[src/rtl/imem_program_loader_if.sv]
// Byte-stream input and instruction-memory write port of the program loader.
// Byte handshake: a byte moves on a rising clk edge exactly when byte_valid and byte_ready are both 1; the source holds byte_data stable until then.
interface imem_program_loader_if;
    logic        byte_valid;
    logic [7:0]  byte_data;
    logic        byte_ready;
    logic        mem_write;
    logic [31:0] mem_addr;
    logic [31:0] mem_wdata;

    modport master (
        input  byte_valid,
        input  byte_data,
        output byte_ready,
        output mem_write,
        output mem_addr,
        output mem_wdata
    );

    modport slave (
        output byte_valid,
        output byte_data,
        input  byte_ready,
        input  mem_write,
        input  mem_addr,
        input  mem_wdata
    );
endinterface

[src/rtl/imem_program_loader.sv]
// Loads a length-prefixed big-endian byte stream into instruction memory as 32-bit words,
// holding the core in reset until the whole program has been written.
module imem_program_loader #(
    parameter int ADDR_W    = 8,
    parameter int MAX_WORDS = 256
) (
    input  logic                        clk,
    input  logic                        reset,
    input  logic                        start,
    imem_program_loader_if.master       bus,
    output logic                        cpu_hold,
    output logic                        done,
    output logic                        error,
    output logic [2:0]                  dbg_state
);

    typedef enum logic [2:0] {
        IDLE   = 3'd0,
        HDR_HI = 3'd1,
        HDR_LO = 3'd2,
        DATA   = 3'd3,
        WRITE  = 3'd4,
        DONE   = 3'd5,
        ERR    = 3'd6
    } state_t;

    state_t            state;
    logic [15:0]       count;
    logic [ADDR_W-1:0] word_idx;
    logic [1:0]        byte_idx;
    logic [23:0]       shift;

    logic        xfer;
    logic [15:0] hdr_n;
    logic        hdr_bad;
    logic [16:0] next_idx;
    logic        last_word;

    assign xfer      = bus.byte_valid && bus.byte_ready;
    assign hdr_n     = {count[15:8], bus.byte_data};
    assign hdr_bad   = (hdr_n == 16'd0) || ({16'd0, hdr_n} > 32'(MAX_WORDS));
    assign next_idx  = 17'(word_idx) + 17'd1;
    assign last_word = (next_idx == {1'b0, count});
    assign dbg_state = state;

    // byte_ready is registered, so it is updated together with every state change
    // and always equals "state is HDR_HI, HDR_LO or DATA".
    always_ff @(posedge clk) begin
        if (!reset) begin
            state          <= IDLE;
            count          <= 16'd0;
            word_idx       <= '0;
            byte_idx       <= 2'd0;
            shift          <= 24'd0;
            bus.byte_ready <= 1'b0;
            bus.mem_write  <= 1'b0;
            bus.mem_addr   <= 32'd0;
            bus.mem_wdata  <= 32'd0;
            cpu_hold       <= 1'b1;
            done           <= 1'b0;
            error          <= 1'b0;
        end else begin
            bus.mem_write <= 1'b0;
            case (state)
                IDLE, DONE, ERR: begin
                    if (start) begin
                        state          <= HDR_HI;
                        bus.byte_ready <= 1'b1;
                        cpu_hold       <= 1'b1;
                        done           <= 1'b0;
                        error          <= 1'b0;
                    end
                end
                HDR_HI: begin
                    if (xfer) begin
                        count[15:8] <= bus.byte_data;
                        state       <= HDR_LO;
                    end
                end
                HDR_LO: begin
                    if (xfer) begin
                        count[7:0] <= bus.byte_data;
                        if (hdr_bad) begin
                            state          <= ERR;
                            error          <= 1'b1;
                            bus.byte_ready <= 1'b0;
                        end else begin
                            state    <= DATA;
                            word_idx <= '0;
                            byte_idx <= 2'd0;
                        end
                    end
                end
                DATA: begin
                    if (xfer) begin
                        shift    <= {shift[15:0], bus.byte_data};
                        byte_idx <= byte_idx + 2'd1;
                        if (byte_idx == 2'd3) begin
                            state          <= WRITE;
                            bus.byte_ready <= 1'b0;
                            bus.mem_write  <= 1'b1;
                            bus.mem_addr   <= 32'(word_idx);
                            bus.mem_wdata  <= {shift, bus.byte_data};
                        end
                    end
                end
                WRITE: begin
                    word_idx <= word_idx + 1'b1;
                    byte_idx <= 2'd0;
                    if (last_word) begin
                        state    <= DONE;
                        cpu_hold <= 1'b0;
                        done     <= 1'b1;
                    end else begin
                        state          <= DATA;
                        bus.byte_ready <= 1'b1;
                    end
                end
                default: begin
                    state          <= IDLE;
                    bus.byte_ready <= 1'b0;
                    cpu_hold       <= 1'b1;
                    done           <= 1'b0;
                    error          <= 1'b0;
                end
            endcase
        end
    end

endmodule
[src/flat_wrapper.sv]
// flat-port wrapper written by rule: the top's interface ports become plain ports
module imem_program_loader_flat 
#(
    parameter int ADDR_W    = 8,
    parameter int MAX_WORDS = 256
)
  (clk, reset, start, cpu_hold, done, error, dbg_state, bus_byte_valid, bus_byte_data, bus_byte_ready, bus_mem_write, bus_mem_addr, bus_mem_wdata);
  imem_program_loader_if bus_i ();
  input  logic clk;
  input  logic reset;
  input  logic start;
  output logic cpu_hold;
  output logic done;
  output logic error;
  output logic [2:0] dbg_state;
  input wire logic [$bits(bus_i.byte_valid)-1:0] bus_byte_valid;
  input wire logic [$bits(bus_i.byte_data)-1:0] bus_byte_data;
  output wire logic [$bits(bus_i.byte_ready)-1:0] bus_byte_ready;
  output wire logic [$bits(bus_i.mem_write)-1:0] bus_mem_write;
  output wire logic [$bits(bus_i.mem_addr)-1:0] bus_mem_addr;
  output wire logic [$bits(bus_i.mem_wdata)-1:0] bus_mem_wdata;
  assign bus_i.byte_valid = bus_byte_valid;
  assign bus_i.byte_data = bus_byte_data;
  assign bus_byte_ready = bus_i.byte_ready;
  assign bus_mem_write = bus_i.mem_write;
  assign bus_mem_addr = bus_i.mem_addr;
  assign bus_mem_wdata = bus_i.mem_wdata;
  imem_program_loader #(.ADDR_W(ADDR_W), .MAX_WORDS(MAX_WORDS)) u_core (.clk(clk), .reset(reset), .start(start), .bus(bus_i), .cpu_hold(cpu_hold), .done(done), .error(error), .dbg_state(dbg_state));
endmodule
[config.mk]
export PLATFORM = sky130hd
export DESIGN_NAME = imem_program_loader_flat
export DESIGN_NICKNAME = d
export VERILOG_FILES = /design/src/rtl/imem_program_loader_if.sv /design/src/rtl/imem_program_loader.sv /design/src/flat_wrapper.sv
export SDC_FILE = /design/constraint.sdc
export NUM_CORES = 1
export LEC_CHECK = 0
export CAP_MARGIN = 20
export CORE_UTILIZATION = 52
export DETAILED_ROUTE_END_ITERATION = 16
export HOLD_SLACK_MARGIN = 0.12
export PLACE_DENSITY = 0.88
export SYNTH_ARGS = -nofsm -noshare
export SYNTH_HDL_FRONTEND = slang
export SYNTH_SLANG_ARGS = --single-unit
[constraint.sdc]
create_clock -name clk -period 2.07 [get_ports clk]
set_input_delay 0.414 -clock clk [delete_from_list [all_inputs] [get_ports clk]]
set_output_delay 0.414 -clock clk [all_outputs]
set_load 0.02 [all_outputs]
==> results of run 1 <==
==> Yosys cell counts, drive strengths merged, types with 2 or more instances <==
master	instances	area, µm²
clkbuf	27	103
nor2	42	160
nor4b	2	17.5
a21oi	83	430
or3	3	23.8
nor4	6	67.6
nor3	8	40.0
and3	3	18.8
ha	2	25.0
a21o	2	15.0
o31ai	3	22.5
dfxtp	98	1960
o21ai	10	50.1
inv	6	22.5
mux2i	20	200
xnor2	6	52.6
nand2b	3	18.8
nor3b	3	22.5
a311oi	2	17.5
nand2	142	541
xor2	5	43.8
nand4	2	12.5
nand3	5	25.0
and2	3	18.8
mux2	2	22.5
a31oi	2	12.5
nor2b	2	12.5
buf	36	246
==> routing by layer <==
layer,GRT usage (%),share of wire (%),wire length (µm)
met1,30.8,42,4360
met2,42.4,50,5220
met3,4.05,6.5,676
met4,7.18,0.98,101
met5,0,0,0
==> cell type report <==
cell class                 instances  area (µm²)  area share (%)
tap                              105         131            2.39
multi-input combinational        404        2190            39.9
sequential                        98        1960            35.8
timing repair buffer             102         998            18.2
clock inverter                     7        57.6            1.05
clock buffer                       9         124            2.26
inverter                           6        22.5           0.410
==> per-stage QoR <==
step                hold WS (ns)  utilization, %  worst slack (ns)  setup TNS [ns]
CTS                        0.461            66.6            0.0140               0
detailed placement         0.447            64.0            -0.495           -8.56
global placement           0.443            64.0            -0.444           -5.33
finish                     0.457            67.1            0.0782               0
global route               0.481            67.1          -0.00516        -0.00857
floorplan                  0.432               -            0.0929               0
==> worst reg2reg max path, stage by stage, from the launching register on <==
cell and delay (ns):
dfxtp_1 0.33, nor4_1 0.28, nand2_1 0.18, nor4_1 0.34, o2111ai_1 0.23, nor2_1 0.34
o21ai_0 0.14
==> repair_timing <==
item,CTS,global route
resized for setup,6,9
hold endpoints to repair,0,0
cloned,0,0
setup endpoints to repair,12,11
pin swaps,1,4
==> kinds of logic (layout without fill, tap and decap cells) <==
logic type / count (synthesis) / count (layout) / synth area share (%)
xor gates and xnor gates: 11 / 11 / 2.20
muxes: 22 / 22 / 5.09
adders and majority gates: 3 / 3 / 0.801
AOI/OAI and AO/OA: 116 / 116 / 15.4
other: 1 / 24 / 0.0857
and+or+nand+nor: 228 / 228 / 23.1
DFF: 98 / 98 / 44.8
buffers and inverters: 69 / 124 / 8.49
==> sequential cells by signal, indices dropped and copies added (netlist names) <==
register               count
u_core.count              16
u_core.bus.byte_ready      1
u_core.byte_idx            2
u_core.bus.mem_wdata      32
u_core.bus.mem_addr        8
u_core.bus.mem_write       1
u_core.word_idx            8
u_core.error               1
u_core.cpu_hold            1
u_core.dbg_state           3
u_core.done                1
u_core.shift              24
==> report_power, final <==
part / switching, mW / internal [mW]
clock: 0.706 / 0.458
sequential: 0.0486 / 1.94
combinational: 0.552 / 0.382
==> path summary, 6_finish.rpt <==
check                                   to
setup / recovery              u_core.error
hold / removal    u_core.bus.mem_wdata[27]
setup reg to reg           u_core.cpu_hold
hold reg to reg   u_core.bus.mem_wdata[27]
==> out/metrics.yaml, run 1 <==
status: "finished, final reports clean"
leakagePower_nw: 2.01
hold_start: "u_core.bus.mem_wdata[27]"
num-nets-final: 635
final_common_cell: "nand2_1"
async_flop_share_pct: 0
maxCapViolations: 0
period_minus_slack_ns: 1.99
skew_ns: 0.0174
die_x_um: 93.7
dpl.cell_count: 715
critPathArrivalTime_ns: 2.26
io_pins: 84
vias: 3947
routed_via_density: 5.40
ys_warn_count: 0
fillers: 633
first_global_vias: 3603
final_cell_area_mm2: 0.00549
htreeDepth: 3
core_mm2: 0.00818
cts_hold_buf: 0
worstSkewPairLatency_ns: 0.37
layoutNonFillerInstCount: 731
crit_buf_inv: 2
seq_area_frac_synth_pct: 44.8
place_area_mm2: 0.00523
critical_path_peak_fanout: 3
finalMaxSlewViolations: 0
cp.required_ns: 2.34
min_path_cells: 2
hold_class: "flip-flop to flip-flop"
syn-mean-instance-area_um2: 7.98
cts_sinks: 98
crit_chain: "clkdlybuf4s50_1 > nor4_4 > a21boi_2 > buf_4 > or3_4 > a32oi_2 > o21ai_0 > and2_1"
synthCells: 548
critPathKind: "input port to flip-flop"
antenna_found_initial: 0
cp_top_family: "simple AND/OR/NAND/NOR gates"
r2r_slack_ns: 0.12
synth-edff-count: 0
fin_crit_sh_pct: 96.2
wire_per_inst_um: 14.2
antenna_cells: 0
grt_usage_pct: 24.3
floorplan.die_area_mm2: 0.00879
synth.distinct_cells: 59
synth_seq_cells: 98
drc: 0
root_buffer: "clkbuf_8"
cts_buffer_depth: 2
finalSetupViolCount: 0
grt_pass1_wl_um: 16800
overflow: 0
place.gp.congestion: 0.860
report.final.hold_viol_count: 0
r2r_start: "u_core.count[14]"
start_kind: "input port"
fmax_mhz: 502
power_mw: 4.08
layout_common_cells: "141 x nand2_1, 98 x dfxtp_1, 79 x a21oi_1"
cts_tree: "yes"
worst-path-stages: 8
cts_buffers: 9
dp_hpwl_um: 7390
clk_pin_slew_ns: 0.10
cp-end-kind: "flip-flop"
critPathMaxStageDelay_ns: 0.46
drt-total-wl_um: 10400
die_h_um: 93.7
drtIter0Drc: 278
synthToLayoutAreaGrowth_pct: 25.4
rows: 33
grt_max_degree: 44
ir_worst_vdd_uv: 346
p_per_area_mw_per_mm2: 744
post_cts_buffers: 0
port-buffer-count: 59
layout-drive-gt1-share_pct: 13.3
rr_worst_depth: 6
start_util_pct: 53.5
slowest_stage: "clkdlybuf4s50_1"
crit_start: "bus_byte_data[2]"
ys.flop_type: "dfxtp_1"
ant_nets: 0
drtPass1Iterations: 5
synth_area_mm2: 0.00438
No activity file was read; power rests on OpenSTA's default activity.
==> run 2, diff against run 1 <==
CORE_UTILIZATION = 54   (was 52)
CTS_BUF_LIST = sky130_fd_sc_hd__clkbuf_4   (was default)
PLACE_DENSITY = 0.91   (was 0.88)
==> run 2 against run 1 <==
Net effect: wire length increased by 2.8%; combinational power decreased by 2%; non-clock buffer count increased by 2; design area decreased by 1.2%; sequential share of layout area increased by 0.44 points; power decreased by 2.6%; core utilization increased by 2.7 points; critical path type is now flip-flop to flip-flop; critical endpoint is now u_core.word_idx[2]; largest power group unchanged.
==> out/metrics.yaml, run 2 (synthesis results as in run 1) <==
crit_path_end: "u_core.word_idx[2]"
crit_start: "u_core.count[14]"
fillers: 589
largest_reg_flops: 32
cp-end-kind: "flip-flop"
drtPass1Iterations: 5
r2r_slack_ns: 0.11
cts_tree: "yes"
grt_pass1_wl_um: 17300
p_per_area_mw_per_mm2: 733
finalMaxSlewViolations: 0
overflow: 0
finalWorstSetupSlack_ns: 0.112
p_seq_share_pct: 50.0
root_buffer: "clkbuf_4"
clk_pin_slew_ns: 0.15
final.setup.tns_ns: 0
skew_ns: 0.0150
critPathArrivalTime_ns: 2.29
dp_worst_setup_slack_ns: -0.492
die_h_um: 92.0
layout_common_cells: "141 x nand2_1, 98 x dfxtp_1, 79 x a21oi_1"
drt-total-wl_um: 10600
cp.required_ns: 2.41
antenna_found_initial: 0
start_kind: "flip-flop"
vias: 4058
fmax_mhz: 511
critPathMaxStageDelay_ns: 0.47
start_util_pct: 56.3
fin_crit_sh_pct: 94.6
status: "finished, final reports clean"
netSwitchingFraction_pct: 32.0
cts_buffer_depth: 2
p_clk_share_pct: 26.9
final_common_cell: "nand2_1"
critical_path_peak_fanout: 4
htreeDepth: 3
r2r_start: "u_core.count[14]"
finalSetupViolCount: 0
drc: 0
report.final.hold_viol_count: 0
cts_buffers: 9
cp_top_family: "simple AND/OR/NAND/NOR gates"
cell_internal_pwr_mw: 2.70
postLayoutCoreUtil_pct: 69.8
routed_via_density: 5.56
first_global_vias: 3749
core_mm2: 0.00777
grt_usage_pct: 25.7
critPathKind: "flip-flop to flip-flop"
dp_hpwl_um: 7500
post_cts_buffers: 0
cts_hold_buf: 0
grt_max_degree: 33
crit_buf_inv: 1
holdWs_ns: 0.464
antenna_cells: 0
worst-path-stages: 6
cts_sinks: 98
floorplan.die_area_mm2: 0.00847
worstSkewPairLatency_ns: 0.45
rows: 32
rsz0062_at_grt: "no"
slowest_stage: "o41a_1"
maxCapViolations: 0
io_pins: 84
top_register: "u_core.bus.mem_wdata"
hold_start: "u_core.bus.mem_addr[2]"
die_x_um: 92.0
wire_per_inst_um: 14.6
ant_nets: 0
hold_class: "flip-flop to flip-flop"
layout-drive-gt1-share_pct: 13.2
rr_worst_depth: 6
num-nets-final: 637
period_minus_slack_ns: 1.96
r2r-end: "u_core.word_idx[2]"
ir_worst_vdd_uv: 471
p_switching_mw: 1.27
place.gp.congestion: 0.868
p_comb_share_pct: 23.1
port-buffer-count: 59
leakagePower_nw: 1.99
synthToLayoutAreaGrowth_pct: 23.9
top_regs: "u_core.bus.mem_wdata x32, u_core.shift x24, u_core.count x16"
drtIter0Drc: 257
crit_chain: "nor4_1 > nand2_1 > o41a_1 > buf_4 > nor4b_1 > nor3_1"
run 2: cell count changes in the layout (fill, tap and decap cells not counted), sizes merged, moves of 2 or more:
cell,change
buf,+2
inv,-2
dlymetal6s2s,-3
dlygate4sd2,+3
clkinv,+2
run 2: what timing repair did:
item / 4_1_cts / 5_1_grt
hold endpoints to repair: 0 / 0
pin swaps: 0 / 1
gates resized for setup: 4 / 10
gates cloned: 0 / 0
setup endpoints to repair: 4 / 17
run 2: worst register-to-register path, delay by kind of cell (launching register included):
family | cells | cell delay, ns
simple gates | 4 | 0.88
compound gates | 1 | 0.47
flops | 1 | 0.35
buf+inv | 1 | 0.15
run 2: cell type report:
cell class / count / area (µm²) / area share, %
clock buffers: 9 / 67.6 / 1.25
clock inverters: 7 / 87.6 / 1.62
inverters: 6 / 22.5 / 0.415
multi-input cells: 404 / 2180 / 40.2
flip-flops and latches: 98 / 1960 / 36.2
well taps: 102 / 128 / 2.35
repair buffers: 104 / 977 / 18.0
run 2: power groups by stage:
stage	Sequential [mW]	Clock, mW	Combinational, mW
2_1_floorplan	2.07	0	0.544
3_3_place_gp	2.02	0	0.869
3_5_place_dp	2.03	0	0.893
4_1_cts	1.99	1.08	0.889
5_1_grt	1.99	1.16	0.997
6_report	1.99	1.07	0.917
run 2: per-stage QoR:
step,std cells,cell area (µm²),total power [mW]
floorplan,571,4460,2.61
global placement,714,5220,2.89
detailed placement,714,5220,2.92
CTS,730,5380,3.95
global route,730,5420,4.15
finish,730,5420,3.98
run 2: how the worst min path moves through the flow:
stage,endpoint,cells past startpoint,slack (ns)
2_1_floorplan,u_core.bus.mem_wdata[24],2,0.43
3_3_place_gp,u_core.bus.mem_wdata[30],2,0.44
3_5_place_dp,u_core.bus.mem_addr[2],2,0.45
4_1_cts,u_core.bus.mem_addr[2],2,0.47
5_1_grt,u_core.bus.mem_addr[2],2,0.48
6_report,u_core.bus.mem_addr[2],2,0.46
run 2: per-layer routing:
layer  routed length, µm  global-route usage [%]  up-vias
met1                4380                    32.4     1904
met2                5310                    43.7      189
met5                   0                       0        -
met3                 690                    3.73       31
met4                 265                    11.1        0
li1                    -                       -     1934
